==> src/rtl/ghash_block.sv <==
// rtl/ghash_block.sv - digit-serial GHASH accumulator for AES-GCM
//
// Computes X_i = (X_{i-1} ^ B_i) * H in GF(2^128) with the GCM polynomial,
// consuming DIGIT multiplier bits per clock (128/DIGIT cycles per block).
// All 128-bit vectors use GCM bit order: [0:127], bit 0 = x^0 coefficient.
//
// Ports:
//   iClk           clock
//   iRstn          synchronous active-low reset
//   iInit          clear accumulator X, abort any multiply (H kept)
//   iH, iH_valid   hash key and its load strobe (honoured only in IDLE)
//   iBlock         data block B_i
//   iBlock_valid   block offered; taken when iBlock_valid & oReady
//   oReady         IDLE, H loaded and no iInit this cycle
//   oResult        current accumulator X
//   oResult_valid  one-cycle pulse when oResult takes a new X_i

module ghash_block #(
   parameter int DIGIT = 8
) (
   input  logic         iClk,
   input  logic         iRstn,
   input  logic         iInit,
   input  logic [0:127] iH,
   input  logic         iH_valid,
   input  logic [0:127] iBlock,
   input  logic         iBlock_valid,
   output logic         oReady,
   output logic [0:127] oResult,
   output logic         oResult_valid
);

   localparam int          NCYC     = 128 / DIGIT;
   localparam logic [6:0]  LAST_CNT = 7'(NCYC - 1);
   // Reduction constant R = 11100001 || 0^120 in GCM bit order.
   localparam logic [0:127] R_POLY  = 128'he1000000000000000000000000000000;

   typedef enum logic {S_IDLE, S_MULT} state_t;

   state_t       state_q, state_d;
   logic [0:127] x_q, x_d;
   logic [0:127] h_q, h_d;
   logic         h_loaded_q, h_loaded_d;
   logic [0:127] v_q, v_d;
   logic [0:127] y_q, y_d;
   logic [0:127] z_q, z_d;
   logic [6:0]   cnt_q, cnt_d;
   logic         valid_q, valid_d;

   logic [0:127] z_t;
   logic [0:127] v_t;
   logic [0:127] y_t;
   logic         ready;

   assign ready = (state_q == S_IDLE) & h_loaded_q & ~iInit;

   always_comb begin
      state_d    = state_q;
      x_d        = x_q;
      h_d        = h_q;
      h_loaded_d = h_loaded_q;
      v_d        = v_q;
      y_d        = y_q;
      z_d        = z_q;
      cnt_d      = cnt_q;
      valid_d    = 1'b0;

      // One digit of the shift-and-add multiply. Y is shifted toward bit 0
      // each cycle, so the current digit always sits in Y[0:DIGIT-1].
      z_t = z_q;
      v_t = v_q;
      for (int k = 0; k < DIGIT; k++) begin
         if (y_q[7'(k)]) begin
            z_t = z_t ^ v_t;
         end
         v_t = v_t[127] ? ((v_t >> 1) ^ R_POLY) : (v_t >> 1);
      end
      y_t = y_q << DIGIT;

      case (state_q)
         S_IDLE: begin
            if (iH_valid) begin
               h_d        = iH;
               h_loaded_d = 1'b1;
            end
            if (iInit) begin
               x_d = '0;
            end else if (iBlock_valid && ready) begin
               // Multiply uses the H held before any same-cycle key load.
               v_d     = h_q;
               y_d     = x_q ^ iBlock;
               z_d     = '0;
               cnt_d   = '0;
               state_d = S_MULT;
            end
         end
         S_MULT: begin
            if (iInit) begin
               x_d     = '0;
               state_d = S_IDLE;
            end else if (cnt_q == LAST_CNT) begin
               x_d     = z_t;
               valid_d = 1'b1;
               state_d = S_IDLE;
            end else begin
               v_d   = v_t;
               y_d   = y_t;
               z_d   = z_t;
               cnt_d = cnt_q + 7'd1;
            end
         end
         default: state_d = S_IDLE;
      endcase
   end

   always_ff @(posedge iClk) begin
      if (!iRstn) begin
         state_q    <= S_IDLE;
         x_q        <= '0;
         h_q        <= '0;
         h_loaded_q <= 1'b0;
         v_q        <= '0;
         y_q        <= '0;
         z_q        <= '0;
         cnt_q      <= '0;
         valid_q    <= 1'b0;
      end else begin
         state_q    <= state_d;
         x_q        <= x_d;
         h_q        <= h_d;
         h_loaded_q <= h_loaded_d;
         v_q        <= v_d;
         y_q        <= y_d;
         z_q        <= z_d;
         cnt_q      <= cnt_d;
         valid_q    <= valid_d;
      end
   end

   assign oReady        = ready;
   assign oResult       = x_q;
   assign oResult_valid = valid_q;

endmodule

==> config.mk <==
export PLATFORM = sky130hd
export DESIGN_NAME = ghash_block
export DESIGN_NICKNAME = d
export VERILOG_FILES = /design/src/rtl/ghash_block.sv
export SDC_FILE = /design/constraint.sdc
export NUM_CORES = 2
export LEC_CHECK = 0
export ABC_AREA = 1
export ABC_CLOCK_PERIOD_IN_PS = 1800
export BUFFER_PORTS_ARGS = -buffer_cell sky130_fd_sc_hd__buf_2
export CORE_MARGIN = 2
export CORE_UTILIZATION = 56
export CTS_BUF_LIST = sky130_fd_sc_hd__clkbuf_8
export DETAILED_ROUTE_END_ITERATION = 16
export PLACE_DENSITY = 0.75
export SLEW_MARGIN = 20
export SYNTH_ARGS = -nofsm -noshare
export SYNTH_HDL_FRONTEND = slang
export SYNTH_SLANG_ARGS = --single-unit
==> constraint.sdc <==
create_clock -name iClk -period 1.8 [get_ports iClk]
set_input_delay 0.36 -clock iClk [delete_from_list [all_inputs] [get_ports iClk]]
set_output_delay 0.36 -clock iClk [all_outputs]
set_load 0.01 [all_outputs]
==> metrics.md <==
| Metric | Value |
|---|---|
| Synth Flop Type | dfxtp_1 |
| Total GRT Usage | 40.9% |
| Pleak | 0.0211 µW |
| First-pass GRT wire length | 236 mm |
| Crit Path Category | flip-flop to flip-flop |
| Async set-reset flop share out of synthesis | 0% |
| Die span in x | 269 µm |
| # setup viols final | 506 |
| Synth unique cells | 37 |
| Post-synthesis sequential area ratio | 33.0% |
| Synth Instances | 5741 |
| RD Place Congestion | 1.00 |
| Final wirelength | 165 mm |
| Avg Inst Size Synth | 6.87 µm² |
| Final Cycle Share | 115% |
| HP Start | iBlock[67] |
| Gr ovfl total | 0 |
| RSZ-0062 raised after global routing | yes |
| Via density | 5.91 |
| Peak supply drop | 0.000559 V |
| Syn nets | 6003 |
| Worst r2r src | y_q[1]$_SDFFE_PN0P_ |
| Core Area | 69900 µm² |
| Number of global-route vias before repair | 41058 |
| Yosys top cell by area | dfxtp_1 |
| Crit path launch | y_q[1]$_SDFFE_PN0P_ |
| Worst-path clk slew | 0.07 ns |
| Number of synthesized flops with an enable pin | 0 |
| Main area contributors after synthesis | dfxtp_1, nand2_1, xnor2_1, xor2_1, o21ai_0 |
| Worst EP required | 2.48 ns |
| Max FO, Critical Path | 8 |
| Initial DRC count | 6788 |
| Least-Margin Pin Slew | 0.779 ns |
| FF-to-FF path depth | 10 |
| Nets | 6919 |
| IO Port Bufs | 390 |
| Placed Area | 46200 µm² |
| Worst Hold End | y_q[67]$_SDFFE_PN0P_ |
| Clk_lat worst skew | 0.75 ns |
| Hold_ws | 0.0468 ns |
| DR pass1 iterations | 8 |
| CTS Sinks | 650 |
| Failing checks | negative setup slack |
| Final hold vios | 0 |
| Worst relative slew slack | 48.1% |
| Cell area after synthesis | 39400 µm² |
| Clock buffers created by TritonCTS | 107 |
| Die height | 269 µm |
| Starting Density | 56.4% |
| FF-to-FF End | z_q[126]$_SDFFE_PN0P_ |
| Share of the synthesized area in the top cell type | 33.0% |
| DRC viols | 0 |
| Share of cells above drive strength 1 | 23.3% |
| I/O Pins | 391 |
| F_max | 482 MHz |
| Fin crit period | 2.07 ns |
| Cell row count | 97 |
| Seq cells post-synth | 650 |
| Final clock skew | 0.0364 ns |
| Post-detail-place hpwl | 104 mm |
| CTS Buffer Depth | 3 |
| DRT antenna net count | 0 |
| Fin. max-slew vios | 0 |
| Critical path arrival | 2.76 ns |
| Status | finished with violations |
| Post-Place Worst Slack | -0.607 ns |
| Layout filler cell count | 4837 |
| Endpoint class of the critical path | flip-flop |
| Synth warn | 0 |
| CTS HTree Levels | 3 |
| Power Total | 38000 µW |
| Routed vias | 45444 |
| Fin worst setup slack | -0.273 ns |
| Synth-to-layout area growth | 38.2% |
| CTS tree | built |
| Root buffer cell | clkbuf_8 |
| CP startpoint kind | flip-flop |
| Max Cap Violations | 0 |
| Finished Cell Area | 54500 µm² |
| Final design utilization | 77.9% |
| Largest net degree at the start of global routing | 119 |
| Die area | 72500 µm² |
| PD cells | 698 nW/µm² |
| Worst Hold Class | input port to flip-flop |
| Initial antenna violation count | 7 |
| Hold depth | 3 |
| Reg2Reg Setup Slack | -0.27 ns |
| Post-detailed-route wirelength per cell | 21.5 µm |
-- how the worst max path moves through the flow --
stage,to
after floorplan,y_q[64]$_SDFFE_PN0P_
after CTS,v_q[72]$_SDFFE_PN0P_
after global placement,y_q[0]$_SDFFE_PN0P_
after detailed placement,y_q[0]$_SDFFE_PN0P_
final,z_q[126]$_SDFFE_PN0P_
after global routing,z_q[126]$_SDFFE_PN0P_
-- repair_timing --
| action | CTS | global route |
|---|---|---|
| endpoints found under the hold margin | 215 | 0 |
| buffers inserted | 31 | 19 |
| hold buffers | 210 | 0 |
| gates resized for setup | 258 | 380 |
| gates cloned | 26 | 40 |
| pin swaps | 45 | 87 |
| endpoints found under the setup margin | 518 | 528 |
-- cell usage in the layout, fill, tap and decap left out, drive strengths merged, types with 2 or more instances in the layout --
cell / instances
nor2: 340
bufinv: 6
buf: 1051
o22ai: 23
nor3: 6
a31oi: 203
xnor2: 523
clkbuf: 167
nand3b: 15
dlygate4sd3: 210
dfxtp: 650
nand4: 3
o21ai: 687
nand3: 146
diode: 4
bufbuf: 4
and2: 2
inv: 170
a21oi: 221
clkinv: 18
xor2: 463
nand2: 1811
clkinvlp: 6
or2: 13
-- layer usage --
| layer | GRT usage (%) | wire length, µm |
|---|---|---|
| met5 | 0.329 | 13 |
| met3 | 10.9 | 24700 |
| met4 | 17.1 | 8610 |
| met2 | 60.3 | 69300 |
| met1 | 56.3 | 62700 |
-- final cells by class --
cell class	count	area, µm²	area share [%]
diodes	4	10.0	0.0184
inverters	140	562	1.03
repair buffers	1295	12200	22.4
multi-input cells	4463	25200	46.2
clock buffers	137	1890	3.46
clock inverters	60	453	0.831
flip-flops and latches	650	13100	24.0
well taps	940	1180	2.16
-- metrics by stage --
stage / setup TNS, ns / instances
after floorplan: 0 / 5741
after global placement: -61.62 / 7167
after detailed placement: -67.84 / 7167
after CTS: -40.54 / 7631
after global routing: -107.96 / 7688
final: -70.18 / 7689
-- power breakdown --
group          leakage [µW]  internal, µW  switching (µW)
sequential          0.00531         15000             708
clock               0.00131          7730            6630
combinational        0.0145          3570            4360
-- worst max-delay path: stages, from the launching register on --
cell and delay, ns:
dfxtp_4 0.39, buf_12 0.17, buf_12 0.12, buf_12 0.13, nand2_1 0.08, xor2_1 0.24
xor2_1 0.24, xnor2_1 0.18, xor2_1 0.21, nand2_1 0.12, a21oi_1 0.14
-- sequential cells by signal, summed over array words and instances (netlist names) --
name,flops
h_loaded_q,1
h_q,128
cnt_q,7
v_q,128
oResult_valid,1
oResult,128
state_q,1
z_q,128
y_q,128
-- Yosys cell counts (7+ instances only) --
cell,instances
o21ai_1,119
o21ai_0,568
buf_6,9
buf_2,126
xor2_1,461
nand3b_1,15
nand3_1,146
buf_4,17
xnor2_1,523
o22ai_1,23
nand2_1,1810
a21oi_1,221
nor2_1,338
buf_1,65
inv_1,133
or2_2,7
dfxtp_1,650
clkbuf_1,268
a31oi_1,203
-- cell families after synthesis --
kind of cell	after synthesis	share of synthesized area, %
xor+xnor	986	21.9
flops	650	33.0
compound gates	1138	15.2
simple gates	2338	23.1
fa+ha+maj	1	0.0317
buf+inv	628	6.72
Note: power is estimated with default switching activity, not from simulation.
